===== src/rtl/vid_timing_gen_if.sv =====
// Raster output bundle of vid_timing_gen.
// Early pixel request plus aligned de/sync lines.
interface vid_timing_gen_if #(
  parameter int CW = 12
);

  logic          o_rd;
  logic [CW-1:0] o_x;
  logic [CW-1:0] o_y;
  logic          o_newline;
  logic          o_newframe;
  logic          o_de;
  logic          o_hsync;
  logic          o_vsync;
  logic [15:0]   o_frame;

  modport master (
    output o_rd,
    output o_x,
    output o_y,
    output o_newline,
    output o_newframe,
    output o_de,
    output o_hsync,
    output o_vsync,
    output o_frame
  );

  modport slave (
    input o_rd,
    input o_x,
    input o_y,
    input o_newline,
    input o_newframe,
    input o_de,
    input o_hsync,
    input o_vsync,
    input o_frame
  );

endinterface


===== src/rtl/vid_timing_gen.sv =====
// Raster timing generator for the HDMI/DVI path.
// Requests lead de/hsync/vsync by RD_LEAD cycles.
module vid_timing_gen #(
  parameter int H_ACTIVE = 640,
  parameter int H_FP     = 16,
  parameter int H_SYNC   = 96,
  parameter int H_BP     = 48,
  parameter int V_ACTIVE = 480,
  parameter int V_FP     = 10,
  parameter int V_SYNC   = 2,
  parameter int V_BP     = 33,
  parameter int HS_POL   = 1,
  parameter int VS_POL   = 1,
  parameter int RD_LEAD  = 1,
  parameter int CW       = 12
) (
  input  logic                   i_pixclk,
  input  logic                   i_reset_n,
  input  logic                   i_en,
  vid_timing_gen_if.master       vo
);

  localparam int H_TOTAL = H_ACTIVE + H_FP + H_SYNC + H_BP;
  localparam int V_TOTAL = V_ACTIVE + V_FP + V_SYNC + V_BP;
  localparam int HS_BEG  = H_ACTIVE + H_FP;
  localparam int HS_END  = H_ACTIVE + H_FP + H_SYNC;
  localparam int VS_BEG  = V_ACTIVE + V_FP;
  localparam int VS_END  = V_ACTIVE + V_FP + V_SYNC;

  localparam logic HS_ON  = HS_POL[0];
  localparam logic VS_ON  = VS_POL[0];

  logic [CW-1:0] cx;
  logic [CW-1:0] cy;
  logic [CW-1:0] x_q;
  logic [CW-1:0] y_q;
  logic          rd_q;
  logic          nl_q;
  logic          nf_q;
  logic [15:0]   frame_q;

  logic          x_end;
  logic          y_end;
  logic          act;
  logic          hs;
  logic          vs;
  logic          lx;
  logic          ly;
  logic [2:0]    tap;

  logic          de_q;
  logic          hs_q;
  logic          vs_q;

  // Raster position decodes shared by both stages
  always_comb begin
    x_end = int'(cx) == H_TOTAL - 1;
    y_end = int'(cy) == V_TOTAL - 1;
    act   = (int'(cx) < H_ACTIVE) &&
            (int'(cy) < V_ACTIVE);
    hs    = (int'(cx) >= HS_BEG) &&
            (int'(cx) < HS_END);
    vs    = (int'(cy) >= VS_BEG) &&
            (int'(cy) < VS_END);
    lx    = int'(cx) == H_ACTIVE - 1;
    ly    = int'(cy) == V_ACTIVE - 1;
  end

  // Pixel/line counters, wrap to (0,0) in one step
  always_ff @(posedge i_pixclk or negedge i_reset_n) begin
    if (!i_reset_n) begin
      cx <= '0;
      cy <= '0;
    end else if (i_en) begin
      if (x_end) begin
        cx <= '0;
        cy <= y_end ? '0 : cy + 1'b1;
      end else begin
        cx <= cx + 1'b1;
      end
    end
  end

  // Request stage: what the pixel source fetches next
  always_ff @(posedge i_pixclk or negedge i_reset_n) begin
    if (!i_reset_n) begin
      rd_q <= 1'b0;
      nl_q <= 1'b0;
      nf_q <= 1'b0;
      x_q  <= '0;
      y_q  <= '0;
    end else if (i_en) begin
      rd_q <= act;
      nl_q <= act && lx;
      nf_q <= act && lx && ly;
      x_q  <= cx;
      y_q  <= cy;
    end
  end

  // Completed-frame count, bumps on the last pixel request
  always_ff @(posedge i_pixclk or negedge i_reset_n) begin
    if (!i_reset_n) begin
      frame_q <= '0;
    end else if (i_en && nf_q) begin
      frame_q <= frame_q + 16'd1;
    end
  end

  if (RD_LEAD == 0) begin : g_nodl
    assign tap = {act, hs, vs};
  end else begin : g_dl
    logic [2:0] dl [RD_LEAD];

    // Control delay line covering the source latency
    always_ff @(posedge i_pixclk or negedge i_reset_n) begin
      if (!i_reset_n) begin
        for (int i = 0; i < RD_LEAD; i++) begin
          dl[i] <= '0;
        end
      end else if (i_en) begin
        dl[0] <= {act, hs, vs};
        for (int i = 1; i < RD_LEAD; i++) begin
          dl[i] <= dl[i-1];
        end
      end
    end

    assign tap = dl[RD_LEAD-1];
  end

  // Output register drives sync at its asserted level
  always_ff @(posedge i_pixclk or negedge i_reset_n) begin
    if (!i_reset_n) begin
      de_q <= 1'b0;
      hs_q <= ~HS_ON;
      vs_q <= ~VS_ON;
    end else if (i_en) begin
      de_q <= tap[2];
      hs_q <= tap[1] ? HS_ON : ~HS_ON;
      vs_q <= tap[0] ? VS_ON : ~VS_ON;
    end
  end

  assign vo.o_rd       = rd_q & i_en;
  assign vo.o_newline  = nl_q & i_en;
  assign vo.o_newframe = nf_q & i_en;
  assign vo.o_x        = x_q;
  assign vo.o_y        = y_q;
  assign vo.o_de       = de_q;
  assign vo.o_hsync    = hs_q;
  assign vo.o_vsync    = vs_q;
  assign vo.o_frame    = frame_q;

endmodule


===== src/flat_wrapper.sv =====
// flat-port wrapper written by rule: the top's interface ports become plain ports
module vid_timing_gen_flat 
#(
  parameter int H_ACTIVE = 640,
  parameter int H_FP     = 16,
  parameter int H_SYNC   = 96,
  parameter int H_BP     = 48,
  parameter int V_ACTIVE = 480,
  parameter int V_FP     = 10,
  parameter int V_SYNC   = 2,
  parameter int V_BP     = 33,
  parameter int HS_POL   = 1,
  parameter int VS_POL   = 1,
  parameter int RD_LEAD  = 1,
  parameter int CW       = 12
)
  (i_pixclk, i_reset_n, i_en, vo_o_rd, vo_o_x, vo_o_y, vo_o_newline, vo_o_newframe, vo_o_de, vo_o_hsync, vo_o_vsync, vo_o_frame);
  vid_timing_gen_if #(.CW(CW)) vo_i ();
  input  logic i_pixclk;
  input  logic i_reset_n;
  input  logic i_en;
  output wire logic [$bits(vo_i.o_rd)-1:0] vo_o_rd;
  output wire logic [$bits(vo_i.o_x)-1:0] vo_o_x;
  output wire logic [$bits(vo_i.o_y)-1:0] vo_o_y;
  output wire logic [$bits(vo_i.o_newline)-1:0] vo_o_newline;
  output wire logic [$bits(vo_i.o_newframe)-1:0] vo_o_newframe;
  output wire logic [$bits(vo_i.o_de)-1:0] vo_o_de;
  output wire logic [$bits(vo_i.o_hsync)-1:0] vo_o_hsync;
  output wire logic [$bits(vo_i.o_vsync)-1:0] vo_o_vsync;
  output wire logic [$bits(vo_i.o_frame)-1:0] vo_o_frame;
  assign vo_o_rd = vo_i.o_rd;
  assign vo_o_x = vo_i.o_x;
  assign vo_o_y = vo_i.o_y;
  assign vo_o_newline = vo_i.o_newline;
  assign vo_o_newframe = vo_i.o_newframe;
  assign vo_o_de = vo_i.o_de;
  assign vo_o_hsync = vo_i.o_hsync;
  assign vo_o_vsync = vo_i.o_vsync;
  assign vo_o_frame = vo_i.o_frame;
  vid_timing_gen #(.H_ACTIVE(H_ACTIVE), .H_FP(H_FP), .H_SYNC(H_SYNC), .H_BP(H_BP), .V_ACTIVE(V_ACTIVE), .V_FP(V_FP), .V_SYNC(V_SYNC), .V_BP(V_BP), .HS_POL(HS_POL), .VS_POL(VS_POL), .RD_LEAD(RD_LEAD), .CW(CW)) u_core (.i_pixclk(i_pixclk), .i_reset_n(i_reset_n), .i_en(i_en), .vo(vo_i));
endmodule

===== config.mk =====
export PLATFORM = sky130hd
export DESIGN_NAME = vid_timing_gen_flat
export DESIGN_NICKNAME = d
export VERILOG_FILES = /design/src/rtl/vid_timing_gen_if.sv /design/src/rtl/vid_timing_gen.sv /design/src/flat_wrapper.sv
export SDC_FILE = /design/constraint.sdc
export NUM_CORES = 1
export LEC_CHECK = 0
export BUFFER_PORTS_ARGS = -buffer_cell sky130_fd_sc_hd__buf_2
export CAP_MARGIN = 10
export CORE_MARGIN = 1.5
export CORE_UTILIZATION = 50
export CTS_CLUSTER_SIZE = 12
export DETAILED_ROUTE_END_ITERATION = 8
export PLACE_DENSITY = 0.71
export RECOVER_POWER = 25
export SLEW_MARGIN = 20
export SYNTH_ARGS = -nofsm -noshare
export SYNTH_HDL_FRONTEND = slang
export SYNTH_SLANG_ARGS = --single-unit

===== constraint.sdc =====
create_clock -name i_pixclk -period 3.3 [get_ports i_pixclk]
set_input_delay 0 -clock i_pixclk [delete_from_list [all_inputs] [get_ports i_pixclk]]
set_output_delay 0 -clock i_pixclk [all_outputs]
set_load 0.01 [all_outputs]

# [Word-level counts from Yosys, hierarchy flattened]
# Cells that the tools add are included.
[classes] n_addsub=3 n_lt_le_gt_ge=6 n_eq_ne=4 muxes=4 bitwise_logic=3 n_reduce_logical=7
[op_table] operator="== test 12 x 11 -> 1 bit (second input constant)" count=3
[op_table] operator="adder 12 x 1 -> 12 bit (second input constant)" count=2
[op_table] operator="< comparator 12 x 10 -> 1 bit (second input constant)" count=2
[op_table] operator="< comparator 12 x 9 -> 1 bit (second input constant)" count=2
[op_table] operator="two-way mux 12 bit" count=2
[op_table] operator="adder 16 x 1 -> 16 bit (second input constant)" count=1
[op_table] operator="== test 12 x 10 -> 1 bit (second input constant)" count=1
[op_table] operator="greater-or-equal comparator 12 x 10 -> 1 bit (second input constant)" count=1
[op_table] operator="greater-or-equal comparator 12 x 9 -> 1 bit (second input constant)" count=1
[op_table] operator="logical AND 1 bit" count=6
[op_table] operator="bitwise AND 1 bit" count=3
[op_table] operator="two-way mux 1 bit" count=2
[op_table] operator="AND reduction 2 bit" count=1
[totals] regBits=73 input_bits=3 output_inout_bits=46 word_cells=39

# [Depth between registers and ports, before layout]
# Gate-level depths: netlist of run 1.
[logic_depth] depth_word=4 mapped_depth=7 ltp_nobuf=6

# [Least setup slack after synthesis of run 1]
# OpenSTA, ideal clock, no wires.
[synth_path] path_type="reg2reg" from="register u_core.cx[0]" to="register u_core.cy[0]" setup_time_ns=0.125 t_arrival_ns=1.571 t_required_ns=3.175 path_slack_ns=1.605 stages_incl_launch_ff=7 synth_period_minus_slack_ns=1.695 cell_sequence="dfrtp_1 -> ha_1 -> and4_1 -> and4_1 -> buf_2 -> and2_4 -> mux2_2"
[synth_via] elab_chain_cells=2
[synth_lines] element="start, declared" line_no="vid_timing_gen.sv:33" rtl="logic [CW-1:0] cx;"
[synth_lines] element="start signal, assigned" line_no="vid_timing_gen.sv:79" rtl="cx <= cx + 1'b1;"
[synth_lines] element="== test 12 x 11 -> 1 bit" line_no="vid_timing_gen.sv:57" rtl="x_end = int'(cx) == H_TOTAL - 1;"
[synth_lines] element="AND reduction 2 bit (no source line)"
[synth_lines] element="end signal, assigned" line_no="vid_timing_gen.sv:77" rtl="cy <= y_end ? '0 : cy + 1'b1;"
[synth_lines] element="end, declared" line_no="vid_timing_gen.sv:34" rtl="logic [CW-1:0] cy;"
# Every way passes these cells.
# A chain may end at the register's enable or synchronous reset.

# [Worst setup path in the final report of run 1]
[layout_path] from="register u_core.cx[1]" to="register u_core.cy[10]"
# The elaborated chain is that of the path after synthesis.

==> results of run 1 <==
-- logic make-up after synthesis --
| kind of cell | count (synthesis) | synth area share, % |
|---|---|---|
| buf+inv | 26 | 3.27 |
| xor+xnor | 26 | 6.92 |
| fa+ha+maj | 5 | 1.90 |
| compound gates | 28 | 5.70 |
| simple gates | 96 | 17.3 |
| flops | 72 | 54.8 |
| mux | 30 | 10.2 |
-- cells in the final DEF, fill, tap and decap left out, types with 3 or more instances in the layout --
master	netlist	routed
a21oi_1	4	4
and2_1	6	6
clkbuf_1	2	5
nand2_1	17	17
nand3_1	18	18
nor3_1	6	6
a21o_1	4	4
and3_1	4	4
buf_2	8	44
nand4_1	9	9
dfrtp_1	72	72
bufinv_16	0	3
inv_1	15	15
xnor2_1	16	16
mux2_2	27	27
mux2i_1	3	3
a22o_1	5	5
o21ai_0	7	7
ha_1	5	5
xor2_1	10	10
and4_1	4	4
nor2_1	13	13
clkbuf_8	0	9
-- area by class of cell --
| cell class | instances | share of cell area, % |
|---|---|---|
| Sequential cell | 72 | 47.0 |
| Multi-Input combinational cell | 185 | 36.1 |
| Timing Repair Buffer | 51 | 6.79 |
| Clock buffer | 10 | 3.33 |
| Clock inverter | 6 | 2.81 |
| Tap cell | 77 | 2.51 |
| Inverter | 15 | 1.47 |
-- registers in the layout, summed over array words and instances, names as in the netlist --
| signal | count |
|---|---|
| u_core.vo.o_de | 1 |
| u_core.cx | 12 |
| u_core.nl_q | 1 |
| u_core.g_dl.dl | 3 |
| u_core.vo.o_vsync | 1 |
| u_core.cy | 12 |
| u_core.vo.o_frame | 16 |
| u_core.vo.o_x | 12 |
| u_core.vo.o_y | 12 |
| u_core.nf_q | 1 |
| u_core.vo.o_hsync | 1 |
-- worst max-delay path by stage --
| stage | cells past startpoint | end | slack (ps) | startpoint |
|---|---|---|---|---|
| floorplan | 6 | u_core.cy[0] | 1600 | u_core.cx[0] |
| CTS | 5 | u_core.cy[10] | 1130 | u_core.cx[1] |
| detailed placement | 5 | u_core.cy[10] | 1170 | u_core.cx[0] |
| finish | 5 | u_core.cy[10] | 1120 | u_core.cx[1] |
| global placement | 5 | u_core.cy[10] | 1230 | u_core.cx[0] |
| global route | 5 | u_core.cy[10] | 990 | u_core.cx[1] |
-- cell usage after synthesis (all sizes together) --
| library cell | instances |
|---|---|
| ha | 5 |
| and4 | 5 |
| or4 | 1 |
| nor2b | 1 |
| or4b | 1 |
| buf | 9 |
| nor2 | 13 |
| a41o | 1 |
| nor4b | 3 |
| xor2 | 10 |
| nand4b | 1 |
| nand2 | 17 |
| or2 | 3 |
| o22ai | 3 |
| a21oi | 4 |
| nor4 | 2 |
| clkbuf | 2 |
| and2 | 7 |
| or3 | 2 |
| inv | 15 |
| a22o | 5 |
| and3 | 4 |
| mux2 | 27 |
| nand4 | 9 |
| o21ai | 9 |
| a21o | 4 |
| nand3 | 18 |
| a211oi | 1 |
| a31oi | 1 |
| nor3 | 7 |
| and4bb | 2 |
| xnor2 | 16 |
| mux2i | 3 |
| dfrtp | 72 |
-- report_power, final --
part	internal (mW)	switching [mW]	leakage, nW
Combinational	0.0967	0.103	0.803
Clock	0.500	0.322	0.116
Sequential	0.947	0.0726	0.957
-- critical path, stage by stage (launching register included) --
cell	delay (ps)
dfrtp_1	420
ha_1	210
and4_1	280
nand4_1	440
or4b_1	640
o21ai_1	100
-- per-stage QoR --
stage               hold slack, ps  setup slack, ps
floorplan                     -296             1600
global placement              55.0             1230
detailed placement            55.1             1170
CTS                            176             1130
global route                   186              986
finish                         166             1120
-- per-layer routing --
layer  part of all wire, %  vias up  global-route usage [%]  routed length [µm]
met5                     0        -                       0                   0
met4                   1.2        0                    8.35                  74
met3                   5.5        7                    5.14                 337
met2                    44       68                    26.8                2670
met1                    49     1082                    26.6                3000
li1                      -     1095                       -                   -
==> results by group, run 1 <==
Outcome
  • Status: finished with violations
  • Violated checks: max-capacitance violations

Finish
  • Final Util: 60.3%
  • Design area: 0.00383 mm²
  • Fillers: 521
  • Final non-filler cell total: 416
  • Area delta synth->final: 16.4%
  • Final layout net count: 342
  • Footprint of the multi-input gates: 0.00138 mm²
  • # diodes: 0
  • Share of cells above drive strength 1: 29.2%
  • Storage element area: 0.00180 mm²

Detailed routing
  • ANT nets after route: 0
  • Vias per inst: 5.41
  • DR WL/cell: 14.6 µm
  • Vias: 2252
  • DR pass1 iterations: 4
  • Remaining DRCs: 0
  • Initial DRC count: 120
  • Drt total wl: 6090 µm

Pwr
  • Max rail drop VDD: 0.436 mV
  • Pwr/cell area: 533 mW/mm²
  • Leakage: 1.88 nW
  • Power Total: 2.04 mW

CTS
  • CTS H-tree depth: 3
  • CTS tree: yes
  • Setup bufs post-CTS: 0
  • Hold Buf Count CTS: 1
  • Num CTS Buffers: 9
  • Clock sinks: 72
  • Clock buffer depth: 2
  • Resized cells post-CTS: 0
  • Clk slew on worst S/H paths: 70 ps
  • Clock latency on the worst-skew pair: 350 ps
  • Root Driver: clkbuf_8

Placement
  • Port bufs: 48
  • Hpwl dp: 4190 µm
  • Placed cell area: 0.00359 mm²
  • # placed instances: 399
  • RePlAce Congestion: 0.804

STA
  • RSZ-0062 raised after global routing: false
  • Final Max Tran Viols: 0
  • Final setup vio count: 0
  • Highest clock rate: 458 MHz
  • Clk_skew: 10.4 ps
  • Final hold violation count: 0
  • Tmin final: 2180 ps
  • Max-slew headroom: 0.175%
  • Least-Margin Pin Slew: 1500 ps
  • Period utilization: 66.1%
  • Setup TNS: 0 ps

Run
  • Max-cap violations: 1

Worst setup path
  • Crit end category: flip-flop
  • R2r setup slk: 1120 ps
  • Worst Setup Path Type: reg -> reg
  • Worst setup SP type: flip-flop
  • Max FO, Critical Path: 12
  • FF-to-FF End: u_core.cy[10]
  • Reg2Reg Depth: 5
  • Critical Path RT: 3560 ps
  • Crit path DAT: 2440 ps
  • Worst r2r src: u_core.cx[1]

Floorplanning
  • Die height: 84.1 µm
  • Row cnt: 29
  • Ports: 49
  • Initial Util: 51.8%
  • Core box area: 0.00635 mm²
  • Die area: 0.00708 mm²
  • Die Wd: 84.1 µm

GRT
  • First-pass GRT wire length: 10400 µm
  • Remaining global-route overflow: 0
  • Total track usage: 18.7%
  • Largest net degree at the start of global routing: 46
  • Initial antenna violation count: 0
  • Vias in the first global route: 2192

Synth
  • Synth Area per Inst: 11.6 µm²
  • Sequential-to-total area share from yosys stat: 54.8%
  • Mapped Cells: 283
  • Yosys top cell by area: dfrtp_1
  • Synth top area cells: dfrtp_1, mux2_2, xnor2_1
  • Post-Syn Nets: 291
  • Cell Area, Synth: 0.00329 mm²
  • Distinct cells, synth: 43
  • Synth Register Bits: 72
  • Number of synthesis warnings: 0
  • Synth top area share: 54.8%

Min path
  • Hold endpoint: u_core.cx[0]
  • Worst hold start: i_en
  • Worst Hold Depth: 2
  • Hold Path Class: in -> reg
Note: power is estimated with default switching activity, not from simulation.
==> run 2, diff against run 1 <==
clock period = 2.28 ns   (was 3.3 ns; I/O delays follow)
==> run 2 against run 1 <==
The run now ends clean. Via count grew 1.0%. Setup slack lost 760 ps. Critical path depth grew 1. First-iteration DRC count shrank 9.2%. Highest routed layer unchanged. Combinational power grew 41%. Global-route usage grew 0.65 points. Cell count grew 0.48%. Sequential cell count is the same. Clock skew shrank 3.2 ps. Die area is the same. Sequential power grew 45%.
==> results by group, run 2 (synthesis gave the netlist of run 1 again) <==
Finish
  • Final Util: 60.1%
  • # diodes: 0
  • Share of cells above drive strength 1: 23.5%
  • Max FFs per register: 16
  • Most frequent cells in the layout: dfrtp_1, mux2_2, clkbuf_1, buf_2, nand3_1
  • Most common cell after layout, fill and taps aside: dfrtp_1
  • Final layout net count: 344
  • Fillers: 546
  • Area delta synth->final: 15.9%

GRT
  • Vias in the first global route: 2349
  • Largest net degree at the start of global routing: 73
  • Total track usage: 19.3%
  • Initial antenna violation count: 0
  • Remaining global-route overflow: 0
  • First-pass GRT wire length: 11000 µm

Worst setup path
  • Max FO, Critical Path: 11
  • Worst setup SP type: flip-flop
  • Critical Path RT: 2510 ps
  • Crit end category: flip-flop
  • Crit path DAT: 2160 ps
  • Worst Setup Path Type: reg -> reg

Pwr
  • Max rail drop VDD: 0.412 mV
  • Pwr/cell area: 773 mW/mm²
  • Power Total: 2.95 mW
  • Leakage: 1.80 nW

CTS
  • Clock buffer depth: 2
  • CTS tree: yes
  • CTS H-tree depth: 3
  • Setup bufs post-CTS: 0
  • Root Driver: clkbuf_8
  • Clock latency on the worst-skew pair: 350 ps
  • Clock sinks: 72
  • Resized cells post-CTS: 0
  • Clk slew on worst S/H paths: 70 ps
  • Num CTS Buffers: 9

Detailed routing
  • Remaining DRCs: 0
  • DR WL/cell: 15.0 µm
  • Initial DRC count: 109
  • Vias: 2275
  • DR pass1 iterations: 4
  • Vias per inst: 5.44
  • Drt total wl: 6260 µm
  • ANT nets after route: 0

STA
  • Setup TNS: 0 ps
  • Least-Margin Pin Slew: 888 ps
  • Final hold violation count: 0
  • Period utilization: 84.4%
  • PnR worst setup slack: 357 ps
  • Final setup vio count: 0
  • Tmin final: 1920 ps
  • Highest clock rate: 520 MHz
  • Clk_skew: 7.13 ps
  • Final Max Tran Viols: 0
  • Max-slew headroom: 40.8%
  • RSZ-0062 raised after global routing: false

Placement
  • Port bufs: 48
  • RePlAce Congestion: 0.847
  • Hpwl dp: 4250 µm
  • Post-Place Worst Slack: 375 ps

Floorplanning
  • Core box area: 0.00635 mm²
  • Die area: 0.00708 mm²
  • Die Wd: 84.1 µm
  • Die height: 84.1 µm
  • Row cnt: 29
  • Ports: 49
  • Initial Util: 51.8%

Outcome
  • Status: finished, final reports clean

Run
  • Max-cap violations: 0

Min path
  • Hold Path Class: in -> reg
run 2: worst paths after layout:
| kind | slack, ps | endpoint | cells after the start | start |
|---|---|---|---|---|
| min in group asynchronous | 370 | u_core.vo.o_frame[4] | 3 | i_reset_n |
| worst min-delay path | 270 | u_core.cx[0] | 2 | i_en |
| max in group asynchronous | 1310 | u_core.vo.o_y[5] | 3 | i_reset_n |
| worst max-delay path | 360 | u_core.cy[0] | 6 | u_core.cy[0] |
| worst min register to register | 470 | u_core.vo.o_frame[15] | 1 | u_core.vo.o_frame[15] |
| worst max register to register | 360 | u_core.cy[0] | 6 | u_core.cy[0] |
run 2: final cells by class:
type / count / area [µm²] / area share (%)
Timing Repair Buffer: 53 / 244 / 6.40
Tap cell: 77 / 96.3 / 2.53
Sequential cell: 72 / 1800 / 47.2
Clock inverter: 6 / 108 / 2.82
Clock buffer: 10 / 128 / 3.35
Multi-Input combinational cell: 185 / 1380 / 36.2
Inverter: 15 / 56.3 / 1.48
run 2: critical path: stages (launching register included):
cell and delay [ps]:
dfrtp_1 430, inv_1 100, ha_1 140, and4bb_2 230, nand3_1 320, and2_4 330
mux2_2 260
run 2: where the power goes:
group          internal [mW]  leakage (nW)  switching [mW]
logic                  0.130         0.730           0.152
clock network          0.723         0.116           0.464
registers               1.37         0.957           0.109
total                   2.22          1.80           0.724
run 2: layer usage:
layer  share of wire, %  global-route usage (%)
met5                  0                       0
met4                2.3                    10.7
met2                 45                    29.0
met3                4.2                    3.56
met1                 48                    26.6
run 2: what timing repair did:
action	4_1_cts	5_1_grt
hold endpoints to repair	72	0
endpoints found under the setup margin	0	0
hold buffers	1	0
run 2: through the flow:
| stage | cells | area [µm²] | hold slack, ps |
|---|---|---|---|
| after floorplan | 283 | 3290 | -296 |
| after global placement | 401 | 3610 | 270 |
| after detailed placement | 401 | 3610 | 272 |
| after CTS | 418 | 3850 | 65.8 |
| after global routing | 418 | 3810 | 312 |
| final | 418 | 3810 | 268 |
==> run 3, diff against run 2 <==
clock period = 1.9 ns   (was 2.28 ns; I/O delays follow)
==> run 3 against run 2 <==
Clock power grew 11%. Non-clock buffer count increased by 16. Sequential cell count did not move. Maximum frequency grew 8.6%. Via count rose by 2.5%. Sequential share of layout area decreased by 1.7 points.
==> results by group, run 3 (synthesis gave the netlist of run 1 again) <==
Outcome
  • Status: finished, final reports clean

STA
  • Final Max Tran Viols: 0
  • Tmin final: 1770 ps
  • PnR worst setup slack: 129 ps
  • Highest clock rate: 565 MHz
  • Final hold violation count: 0
  • Setup TNS: 0 ps
  • Max-slew headroom: 36.1%
  • Least-Margin Pin Slew: 958 ps
  • RSZ-0062 raised after global routing: false
  • Hold slack: 113 ps
  • Final setup vio count: 0
  • Clk_skew: 9.64 ps
  • Period utilization: 93.2%

Min path
  • Hold Path Class: in -> reg
  • Worst Hold Depth: 3

Detailed routing
  • Vias: 2331
  • Initial DRC count: 108
  • DR WL/cell: 14.6 µm
  • Drt total wl: 6310 µm
  • Vias per inst: 5.38
  • Remaining DRCs: 0
  • ANT nets after route: 0
  • DR pass1 iterations: 4

CTS
  • Clk slew on worst S/H paths: 80 ps
  • CTS H-tree depth: 3
  • Num CTS Buffers: 9
  • Clock sinks: 72
  • Clock latency on the worst-skew pair: 340 ps
  • CTS tree: yes
  • Root Driver: clkbuf_8
  • Clock buffer depth: 2

Pwr
  • Sequential power share: 49.7%
  • Pwr/cell area: 881 mW/mm²
  • Combinational Power Share: 12.5%
  • Leakage: 1.97 nW
  • Internal power: 2.62 mW
  • Power Total: 3.49 mW
  • Switching Share: 24.8%
  • Sw Pwr: 0.867 mW
  • Share of power burned in the clock network: 37.8%
  • Max rail drop VDD: 0.632 mV

Worst setup path
  • Reg2Reg Depth: 6
  • Buf/Inv on CP: 1
  • Critical Path RT: 2130 ps
  • R2r setup slk: 130 ps
  • Crit end category: flip-flop
  • Crit path DAT: 2000 ps
  • Worst path slowest cell: dfrtp_1
  • Slowest stage delay, CP: 370 ps
  • Worst setup SP type: flip-flop
  • Max FO, Critical Path: 9
  • Sequence of cells on the critical path: ha_1, and4_1, nand4_1, buf_4, a21o_1, a22o_1
  • Worst Setup Path Type: reg -> reg
  • Critical Path Stages: 6
  • Crit-path leading delay family: simple AND/OR/NAND/NOR gates

GRT
  • First-pass GRT wire length: 10700 µm
  • Total track usage: 19.3%
  • Largest net degree at the start of global routing: 73
  • Remaining global-route overflow: 0
  • Vias in the first global route: 2223
  • Initial antenna violation count: 0

Finish
  • Final Util: 62.4%
  • Final layout net count: 360
  • Most frequent cells in the layout: dfrtp_1, buf_2, mux2_2, buf_4
  • Max FFs per register: 16
  • Fillers: 511
  • Area delta synth->final: 20.3%
  • Footprint of the multi-input gates: 0.00139 mm²
  • Most common cell after layout, fill and taps aside: dfrtp_1
  • Final non-filler cell total: 433
  • Share of cells above drive strength 1: 34.3%
  • Design area: 0.00396 mm²
  • Storage element area: 0.00180 mm²
  • # diodes: 0

Placement
  • Placed cell area: 0.00372 mm²
  • Post-Place Worst Slack: 0.852 ps
  • # placed instances: 415
  • Hpwl dp: 4500 µm
  • RePlAce Congestion: 0.863
  • Port bufs: 48

Floorplanning
  • Row cnt: 29
  • Die height: 84.1 µm
  • Die Wd: 84.1 µm
  • Initial Util: 51.8%
  • Die area: 0.00708 mm²
  • Ports: 49
  • Core box area: 0.00635 mm²

Run
  • Max-cap violations: 0
run 3: layer usage:
metal  GRT usage, %  vias to the layer above  wire length (µm)
met5              0                        -                 0
met4           10.1                        0               152
met3           3.96                       14               285
met2           27.9                       62              2800
met1           27.5                     1121              3070
li1               -                     1134                 -
run 3: what timing repair did:
action | 4_1_cts | 5_1_grt
hold endpoints to repair | 72 | 0
setup endpoints to repair | 0 | 7
buffers inserted | 0 | 2
hold buffers | 1 | 0
gates resized for setup | 0 | 1
run 3: layout make-up:
cell class	instances	share of cell area (%)
repair buffers	69	10.1
clock inverters	5	2.05
clock buffers	10	3.48
flip-flops and latches	72	45.5
inverters	15	1.42
multi-input cells	185	35.0
well taps	77	2.43
run 3: worst min-delay path, delay by kind of cell:
family                 cells  cell delay (ps)
multiplexers               1              150
buffers and inverters      2              280
run 3: power groups by stage:
stage          logic [mW]  clock network (mW)  registers, mW
2_1_floorplan       0.196                   0           1.80
3_3_place_gp        0.436                   0           1.76
3_5_place_dp        0.444                   0           1.77
4_1_cts             0.448                1.36           1.73
5_1_grt             0.487                1.42           1.75
6_report            0.436                1.32           1.74
run 3: path summary, 6_finish.rpt:
kind	startpoint	end
setup reg to reg	u_core.cx[1]	u_core.cy[4]
min in group asynchronous	i_reset_n	u_core.vo.o_frame[5]
hold reg to reg	u_core.vo.o_frame[15]	u_core.vo.o_frame[15]
max in group asynchronous	i_reset_n	u_core.cy[4]
hold / removal	i_en	u_core.vo.o_x[1]
setup / recovery	u_core.cx[1]	u_core.cy[4]
